**config.mk**
```make
export PLATFORM = sky130hd
export DESIGN_NAME = clk_reset_sequencer
export DESIGN_NICKNAME = d
export VERILOG_FILES = /design/src/rtl/clk_reset_sequencer.sv
export SDC_FILE = /design/constraint.sdc
export NUM_CORES = 1
export LEC_CHECK = 0
export BUFFER_PORTS_ARGS = -buffer_cell sky130_fd_sc_hd__buf_2
export CORE_AREA = 2 2 60 62
export DETAILED_ROUTE_END_ITERATION = 10
export DIE_AREA = 0 0 62 64
export PLACE_DENSITY = 0.73
export SYNTH_ARGS = -nofsm -noshare
export SYNTH_HDL_FRONTEND = slang
export SYNTH_SLANG_ARGS = --single-unit
```
**constraint.sdc**
```tcl
create_clock -name clk_200 -period 1.5 [get_ports clk_200]
set_clock_uncertainty 0.15 [all_clocks]
set_input_delay 0 -clock clk_200 [delete_from_list [all_inputs] [get_ports clk_200]]
set_output_delay 0 -clock clk_200 [all_outputs]
set_load 0.01 [all_outputs]
```
**src/rtl/clk_reset_sequencer.sv**
```systemverilog
// Reset sequencer for the 200 MHz domain: qualifies MMCM lock, then releases
// system, AXI-Lite and AXI-Stream resets in order; any lock loss re-asserts all.
module clk_reset_sequencer #(
  parameter int SYNC_STAGES        = 2,
  parameter int LOCK_STABLE_CYCLES = 1024,
  parameter int STAGE_DELAY        = 16,
  parameter int CNT_W              = 8
) (
  input  logic             clk_200,
  input  logic             reset,
  input  logic             locked,
  output logic             sys_reset,
  output logic             axi_resetn,
  output logic             axis_resetn,
  output logic             ready,
  output logic [CNT_W-1:0] lock_loss_cnt,
  output logic [2:0]       seq_state
);

  localparam int STABLE_W = $clog2(LOCK_STABLE_CYCLES) + 1;
  localparam int STAGE_W  = $clog2(STAGE_DELAY) + 1;

  localparam logic [STABLE_W-1:0] STABLE_LAST = STABLE_W'(LOCK_STABLE_CYCLES - 1);
  localparam logic [STAGE_W-1:0]  STAGE_LAST  = STAGE_W'(STAGE_DELAY - 1);
  localparam logic [CNT_W-1:0]    LOSS_MAX    = '1;

  typedef enum logic [2:0] {
    WAIT_LOCK = 3'd0,
    REL_SYS   = 3'd1,
    REL_AXI   = 3'd2,
    RUN       = 3'd3
  } state_t;

  typedef struct packed {
    logic sys_reset;
    logic axi_resetn;
    logic axis_resetn;
    logic ready;
  } rst_out_t;

  logic [SYNC_STAGES-1:0] sync_q;
  logic                   lk_s;

  state_t              state_q, state_d;
  logic [STABLE_W-1:0] stable_q, stable_d;
  logic [STAGE_W-1:0]  stage_q, stage_d;
  logic [CNT_W-1:0]    loss_q, loss_d;
  rst_out_t            out_q, out_d;

  // `locked` comes from the MMCM with no relation to clk_200.
  // NOTE: every clocked process uses non-blocking assignments so all flops
  // update from pre-edge values; blocking here would collapse the chain.
  always_ff @(posedge clk_200 or posedge reset) begin
    if (reset) begin
      sync_q <= '0;
    end else begin
      sync_q <= {sync_q[SYNC_STAGES-2:0], locked};
    end
  end

  assign lk_s = sync_q[SYNC_STAGES-1];

  // State register with its counters.
  always_ff @(posedge clk_200 or posedge reset) begin
    if (reset) begin
      state_q  <= WAIT_LOCK;
      stable_q <= '0;
      stage_q  <= '0;
      loss_q   <= '0;
    end else begin
      state_q  <= state_d;
      stable_q <= stable_d;
      stage_q  <= stage_d;
      loss_q   <= loss_d;
    end
  end

  // Next-state logic. A lost lock outside WAIT_LOCK beats any pending advance.
  // NOTE: every signal assigned here gets a default first, so no path can
  // leave one unassigned and infer a latch.
  always_comb begin
    state_d  = state_q;
    stable_d = stable_q;
    stage_d  = stage_q;
    loss_d   = loss_q;
    case (state_q)
      WAIT_LOCK: begin
        if (!lk_s) begin
          stable_d = '0;
        end else if (stable_q == STABLE_LAST) begin
          state_d  = REL_SYS;
          stable_d = '0;
          stage_d  = '0;
        end else begin
          stable_d = stable_q + 1'b1;
        end
      end
      REL_SYS, REL_AXI: begin
        if (!lk_s) begin
          state_d  = WAIT_LOCK;
          stable_d = '0;
          stage_d  = '0;
          if (loss_q != LOSS_MAX) loss_d = loss_q + 1'b1;
        end else if (stage_q == STAGE_LAST) begin
          state_d = (state_q == REL_SYS) ? REL_AXI : RUN;
          stage_d = '0;
        end else begin
          stage_d = stage_q + 1'b1;
        end
      end
      RUN: begin
        if (!lk_s) begin
          state_d  = WAIT_LOCK;
          stable_d = '0;
          stage_d  = '0;
          if (loss_q != LOSS_MAX) loss_d = loss_q + 1'b1;
        end
      end
      default: begin
        // Unused encodings fall back to the safe, fully-reset state.
        state_d  = WAIT_LOCK;
        stable_d = '0;
        stage_d  = '0;
      end
    endcase
  end

  // Decode of the upcoming state, registered below so the resets leave flops
  // glitch-free while still matching the current state after each edge.
  always_comb begin
    out_d = '{sys_reset: 1'b1, axi_resetn: 1'b0, axis_resetn: 1'b0, ready: 1'b0};
    case (state_d)
      REL_SYS: out_d = '{sys_reset: 1'b0, axi_resetn: 1'b0, axis_resetn: 1'b0, ready: 1'b0};
      REL_AXI: out_d = '{sys_reset: 1'b0, axi_resetn: 1'b1, axis_resetn: 1'b0, ready: 1'b0};
      RUN:     out_d = '{sys_reset: 1'b0, axi_resetn: 1'b1, axis_resetn: 1'b1, ready: 1'b1};
      default: out_d = '{sys_reset: 1'b1, axi_resetn: 1'b0, axis_resetn: 1'b0, ready: 1'b0};
    endcase
  end

  always_ff @(posedge clk_200 or posedge reset) begin
    if (reset) begin
      out_q <= '{sys_reset: 1'b1, axi_resetn: 1'b0, axis_resetn: 1'b0, ready: 1'b0};
    end else begin
      out_q <= out_d;
    end
  end

  assign sys_reset     = out_q.sys_reset;
  assign axi_resetn    = out_q.axi_resetn;
  assign axis_resetn   = out_q.axis_resetn;
  assign ready         = out_q.ready;
  assign lock_loss_cnt = loss_q;
  assign seq_state     = state_q;

endmodule
```
* Yosys cells after proc, flatten, opt, wreduce, memory -nomap -nowiden
Index checks and enable logic that the tools add are counted.
** Operators by class
- Muxes and demuxes :: 18
- Bitwise operators :: 1
- $add $sub $neg :: 3
- Shifts and indexed selects :: 0
- Multipliers :: 0
- Equality and inequality tests :: 13
- Divide/modulo/power cells :: 0
- Order comparisons :: 0
- Reductions and logical operators :: 5
** Operators by type and width (number)
- two-way mux 11 bit :: 3
- two-way mux 5 bit :: 5
- one-hot mux 11 bit (2 select lines) :: 1
- two-way mux 3 bit :: 5
- one-hot mux 5 bit (3 select lines) :: 1
- == test 3 x 2 -> 1 bit, second input constant :: 4
- one-hot mux 4 bit (3 select lines) :: 1
- adder 11 x 1 -> 11 bit, second input constant :: 1
- == test 11 x 10 -> 1 bit, second input constant :: 1
- one-hot mux 3 bit (3 select lines) :: 1
- adder 8 x 1 -> 8 bit, second input constant :: 1
- != test 2 bit, second input constant :: 4
- != test 8 bit, second input constant :: 1
- == test 3 x 1 -> 1 bit, second input constant :: 2
- AND reduction 3 bit :: 2
- adder 5 x 1 -> 5 bit, second input constant :: 1
- == test 5 x 4 -> 1 bit, second input constant :: 1
- logical NOT 3 bit :: 1
- OR reduction 3 bit :: 1
- OR reduction 2 bit :: 1
- two-way mux 1 bit :: 1
- inverter 1 bit :: 1
** Storage, ports and cells
- RAM bits :: 0
- Memories :: 0
- Bits in read-only memories :: 0
- Output and inout port bits :: 15
- Latch bits :: 0
- Flip-flop bits (word level) :: 33

* Depth between registers and ports, before layout
- Depth after elaboration :: 7
- Depth in mapped cells :: 6
- Mapped depth without buffers :: 5

* Worst setup path after synthesis
No wires, ideal clock.
- Path kind :: register to register
- Start :: register state_q[1], in the netlist seq_state[1]
- End :: register loss_q[1], in the netlist lock_loss_cnt[1]
- Cell stages (with the launch flop) :: 7
- Arrival time :: 1353 ps
- Required time :: 1225 ps
- Path buffers :: 2
- Setup slack :: -128 ps
- Cells stage by stage :: dfrtp_1 buf_2 or2_1 buf_6 nand2_4 nor2_1 mux2_2
** Between the ends
- Cells in the longest elaborated chain, start to end :: 3
- Elaborated cells on any way between the ends :: 5
** Ends and longest elaborated chain
- start, declared :: line 44 : state_t state_q, state_d;
- start signal, assigned :: line 71 : state_q <= state_d;
- == test 3 x 1 -> 1 bit or == test 3 x 2 -> 1 bit (tied branches) :: line 86 : case (state_q)
- OR reduction 3 bit (no line) (*)
- AND reduction 3 bit (no line) (*)
- end signal, assigned :: line 74 : loss_q <= loss_d;
- end, declared :: line 47 : logic [CNT_W-1:0] loss_q, loss_d;
Every way passes the cells marked *; elsewhere a longest branch is shown, timed or not.
A chain may end at the register's enable or synchronous reset.

* Final worst setup path
- Start :: register stage_q[0]
- End :: register state_q[0], in the netlist seq_state[0]
** Between the ends
- Cells in the longest elaborated chain, start to end :: 4
** Ends and longest elaborated chain
- start, declared :: line 46 : logic [STAGE_W-1:0] stage_q, stage_d;
- start signal, assigned :: line 73 : stage_q <= stage_d;
- == test 5 x 4 -> 1 bit :: line 104 : end else if (stage_q == STAGE_LAST) begin
- two-way mux 3 bit :: line 104
- two-way mux 3 bit :: line 99 : if (!lk_s) begin
- one-hot mux 3 bit (3 select lines) :: line 86
- via state_d[0] :: line 44
The timed path passes the listed nets, and every way through them passes these cells.

==> out/results.txt <==
The flow ran to the end, but the final reports show violations. The final reports fail on setup timing. The clock insertion delay at the later pin of the skew report was 0.34 ns; the Yosys warning count was 0. The biggest cell delay along the critical path was 0.37 ns; the async set-or-reset flop fraction in the synthesized netlist was 100%.

The tools report the number of buffers created by CTS as 5. The tools report the cell area after placement as 1950 sq um. The run gives 18 as the top-level port count. Counting distinct cell types in the post-synthesis netlist gives 47. For the area of the die, the log shows 3970 sq um. After layout, the worst path uses 102% of the clock period.

Yosys attributes the largest share of cell area to sky130_fd_sc_hd__dfrtp_1 48%, sky130_fd_sc_hd__xor2_1 6.5%, sky130_fd_sc_hd__nor2_1 3.5%. Entering global routing, the biggest net connects 33 pins. The tools report the startpoint of the most critical register-to-register path as stage_q[0]. The run gives 651 MHz as the fmax. The number of endpoints with negative hold slack in the final report was 0; the die extent in x was 62 um. Setup violations remaining at the end of the flow were counted as 5.

Fill cells in the final layout number 224. The worst setup slack before clock tree synthesis is -0.112 ns, and the share of post-route cells with drive strength above 1 is 52.3%. The worst setup path is captured at a flip-flop. The slowest stage of the critical path is the sky130_fd_sc_hd__dfrtp_1 cell.

For the sum of negative setup slack, the log shows -0.110 ns. The total nets after synthesis is 160, and the number of antenna diodes is 0. In this run the static leakage power is 1.14 nW.

The height of the die is 64 um. The count of flip-flops with a built-in enable after synthesis came out at 0. The worst hold path belongs to the class primary input to asynchronous set/reset pin. For the initial core utilization, the log shows 49.4%. The first-pass GRT wire length was 6.40 mm; the clock transition at the registers of the reported paths was 0.10 ns.

After the last flow step, the layout net total stands at 221. For the count of vias placed by the detailed router, the log shows 1426. The largest area contributor in the netlist is sky130_fd_sc_hd__dfrtp_1. In the final routed layout, each cell accounts on average for 15.6 um.

Overall power consumption after layout is estimated at 1.53 mW. Number of placement rows: 21. For the number of antenna violations at the first check in global routing, the log shows 0. Minimum setup slack in the final design: -0.0362 ns.

Maximum number of buffers from clock root to sink: 2. For this run the aggregate overflow at the end of global routing stands at 0. After routing the design area is 2360 sq um. The worst-case IR drop observed on VDD is 0.530 mV. After synthesis, flip-flops and latches occupy 49.4% of the total area. For met3 alone, demand over resource in global routing was 6.28%. After synthesis, the largest area contributor takes up 47.8% of total cell area.

Total routed wirelength: 4.09 mm. The synthesized design contains 32 register bits. After detailed routing, the number of remaining DRC violations is 0.

The critical-path maximum fanout was 3; the clock period minus final worst setup slack was 1.54 ns. Setup repair after global routing could not meet its margin everywhere. The first detailed-routing pass took 4 iterations. Startpoint type of the worst setup path: a flip-flop. In this run the cell area of the synthesized design comes to 1620 sq um.

The number of clock sinks seen by CTS came out at 32. The tools report the total count of max-transition violations in the final report as 0. TritonCTS built the clock tree. The remaining number of nets flagged by the antenna check after routing was 0. Commonest non-fill, non-tap cell in the layout: sky130_fd_sc_hd__buf_4. The most used flip-flop cell after synthesis was sky130_fd_sc_hd__dfrtp_1. For met2 alone, demand over resource in global routing was 35.9%. The region available for standard cell placement spans 3280 sq um.

The critical path class is flip-flop to flip-flop. The signal on the critical path passes through ha_2 -> nand3_2 -> nor2_4 -> mux2_4 -> o21a_1. The quantity of I/O buffers inserted on ports was 17; the worst path required time was 1.59 ns. Leaving out fill and tap cells, the most frequent cells in the layout are 35 x sky130_fd_sc_hd__buf_4, 29 x sky130_fd_sc_hd__dfrtp_1, 17 x sky130_fd_sc_hd__buf_2, 12 x sky130_fd_sc_hd__xor2_1. For this design the ratio of total power to cell area is 648 nW/um^2. Using the TritonRoute via totals, the vias-per-cell ratio works out to 5.44.

The tools report the detailed placer's ending HPWL as 2.44 mm. For flop-to-flop paths, the worst setup slack is -0.04 ns. The signed area change from the synthesized netlist to the final layout is 45.6%.

The H-tree was split into 2 levels. The met1 usage is 26.2%, and the global router's overall resource usage is 21.8%. Synthesis produced a netlist whose cell count is 154. The worst register-to-register path ends at seq_state[0]. Data on the critical path arrives at its endpoint at 1.62 ns. The worst reg2reg path depth works out to 5.

The average cell area after synthesis was 10.5 sq um; the final RePlAce weighted congestion was 0.828. The tool flagged a number of max-cap violations equal to 0. After global routing, the most crowded layer is met2.

The violation count after the first detailed-route iteration was 43. Clock tree synthesis selected as its root buffer the cell sky130_fd_sc_hd__clkbuf_4. The via count of the first global-routing pass was 1480.
==> power breakdown <==
| part | internal, mW | switching, mW |
|---|---|---|
| sequential | 0.869 | 0.00783 |
| combinational | 0.0394 | 0.0494 |
| clock | 0.275 | 0.290 |
| total | 1.18 | 0.347 |
==> cells by family after synthesis <==
logic type | Yosys count | share of synthesized area [%]
AO/OA/AOI/OAI | 27 | 11.8
XOR/XNOR | 15 | 8.10
adder cells (fa/ha/maj) | 3 | 2.31
buffers and inverters | 14 | 4.78
flip-flops | 32 | 49.4
multiplexers | 2 | 1.39
other | 1 | 0.231
AND/OR/NAND/NOR | 60 | 22.0
==> cell usage after synthesis (3+ instances only) <==
| cell type | number |
|---|---|
| sky130_fd_sc_hd__xnor2_1 | 3 |
| sky130_fd_sc_hd__or3_1 | 3 |
| sky130_fd_sc_hd__o21ai_0 | 5 |
| sky130_fd_sc_hd__buf_2 | 4 |
| sky130_fd_sc_hd__nand2b_1 | 3 |
| sky130_fd_sc_hd__inv_1 | 6 |
| sky130_fd_sc_hd__ha_1 | 3 |
| sky130_fd_sc_hd__o211ai_1 | 3 |
| sky130_fd_sc_hd__nand4_1 | 3 |
| sky130_fd_sc_hd__dfrtp_1 | 31 |
| sky130_fd_sc_hd__nor2_1 | 15 |
| sky130_fd_sc_hd__xor2_1 | 12 |
| sky130_fd_sc_hd__a21oi_1 | 6 |
| sky130_fd_sc_hd__nand3_1 | 7 |
| sky130_fd_sc_hd__nand2_1 | 11 |
==> final cells by class <==
class / instances / area, sq um / share of cell area (%)
clock buffer: 8 / 68.8 / 2.91
inverter: 6 / 22.5 / 0.953
multi-input combinational: 109 / 963 / 40.8
sequential: 32 / 805 / 34.0
tap: 46 / 57.6 / 2.44
timing repair buffer: 61 / 447 / 18.9
==> how the worst max path moves through the flow <==
stage                 start               end  slack, ns  depth (start not counted)
6_report         stage_q[0]      seq_state[0]      -0.04                          5
5_1_grt          stage_q[0]      seq_state[0]      -0.10                          5
4_1_cts          stage_q[0]      seq_state[0]      -0.02                          5
3_5_place_dp     stage_q[1]        stage_q[3]      -0.11                          5
3_3_place_gp     stage_q[1]      seq_state[0]      -0.07                          5
2_1_floorplan  seq_state[1]  lock_loss_cnt[1]      -0.07                          6
==> sequential cells by signal, summed over array words and instances, names as in the netlist <==
register and flops:
axi_resetn 1, axis_resetn 1, lock_loss_cnt 8, seq_state 3, stable_q 11, stage_q 5
sync_q 2, sys_reset 1
==> routing by layer <==
metal | part of all wire (%) | vias up
met1 | 40 | 707
met2 | 54 | 50
met4 | 1.8 | 0
li1 | - | 658
met5 | 0 | -
met3 | 4.5 | 11
==> worst max-delay path: cells and delay by family, from the launching register on <==
kind	cells	cell delay (ns)
DFF	1	0.37
AOI/OAI and AO/OA	1	0.16
muxes	1	0.32
adders and majority gates	1	0.20
and+or+nand+nor	2	0.23
==> through the flow <==
| step | std cells | hold WS [ns] | utilization, % |
|---|---|---|---|
| after floorplan | 154 | -0.119 | - |
| after global placement | 240 | -0.0561 | 59.4 |
| after detailed placement | 240 | -0.0479 | 59.4 |
| after CTS | 254 | 0.131 | 66.3 |
| after global routing | 262 | 0.143 | 72.0 |
| final | 262 | 0.126 | 72.0 |
==> timing repair <==
item | in CTS | in global routing
cloned | 0 | 1
setup buffers | 4 | 7
setup endpoints to repair | 18 | 22
endpoints found under the hold margin | 33 | 0
resized for setup | 26 | 25
hold buffers | 2 | 0
pin swaps | 10 | 17
No activity file was read; power rests on OpenSTA's default activity.
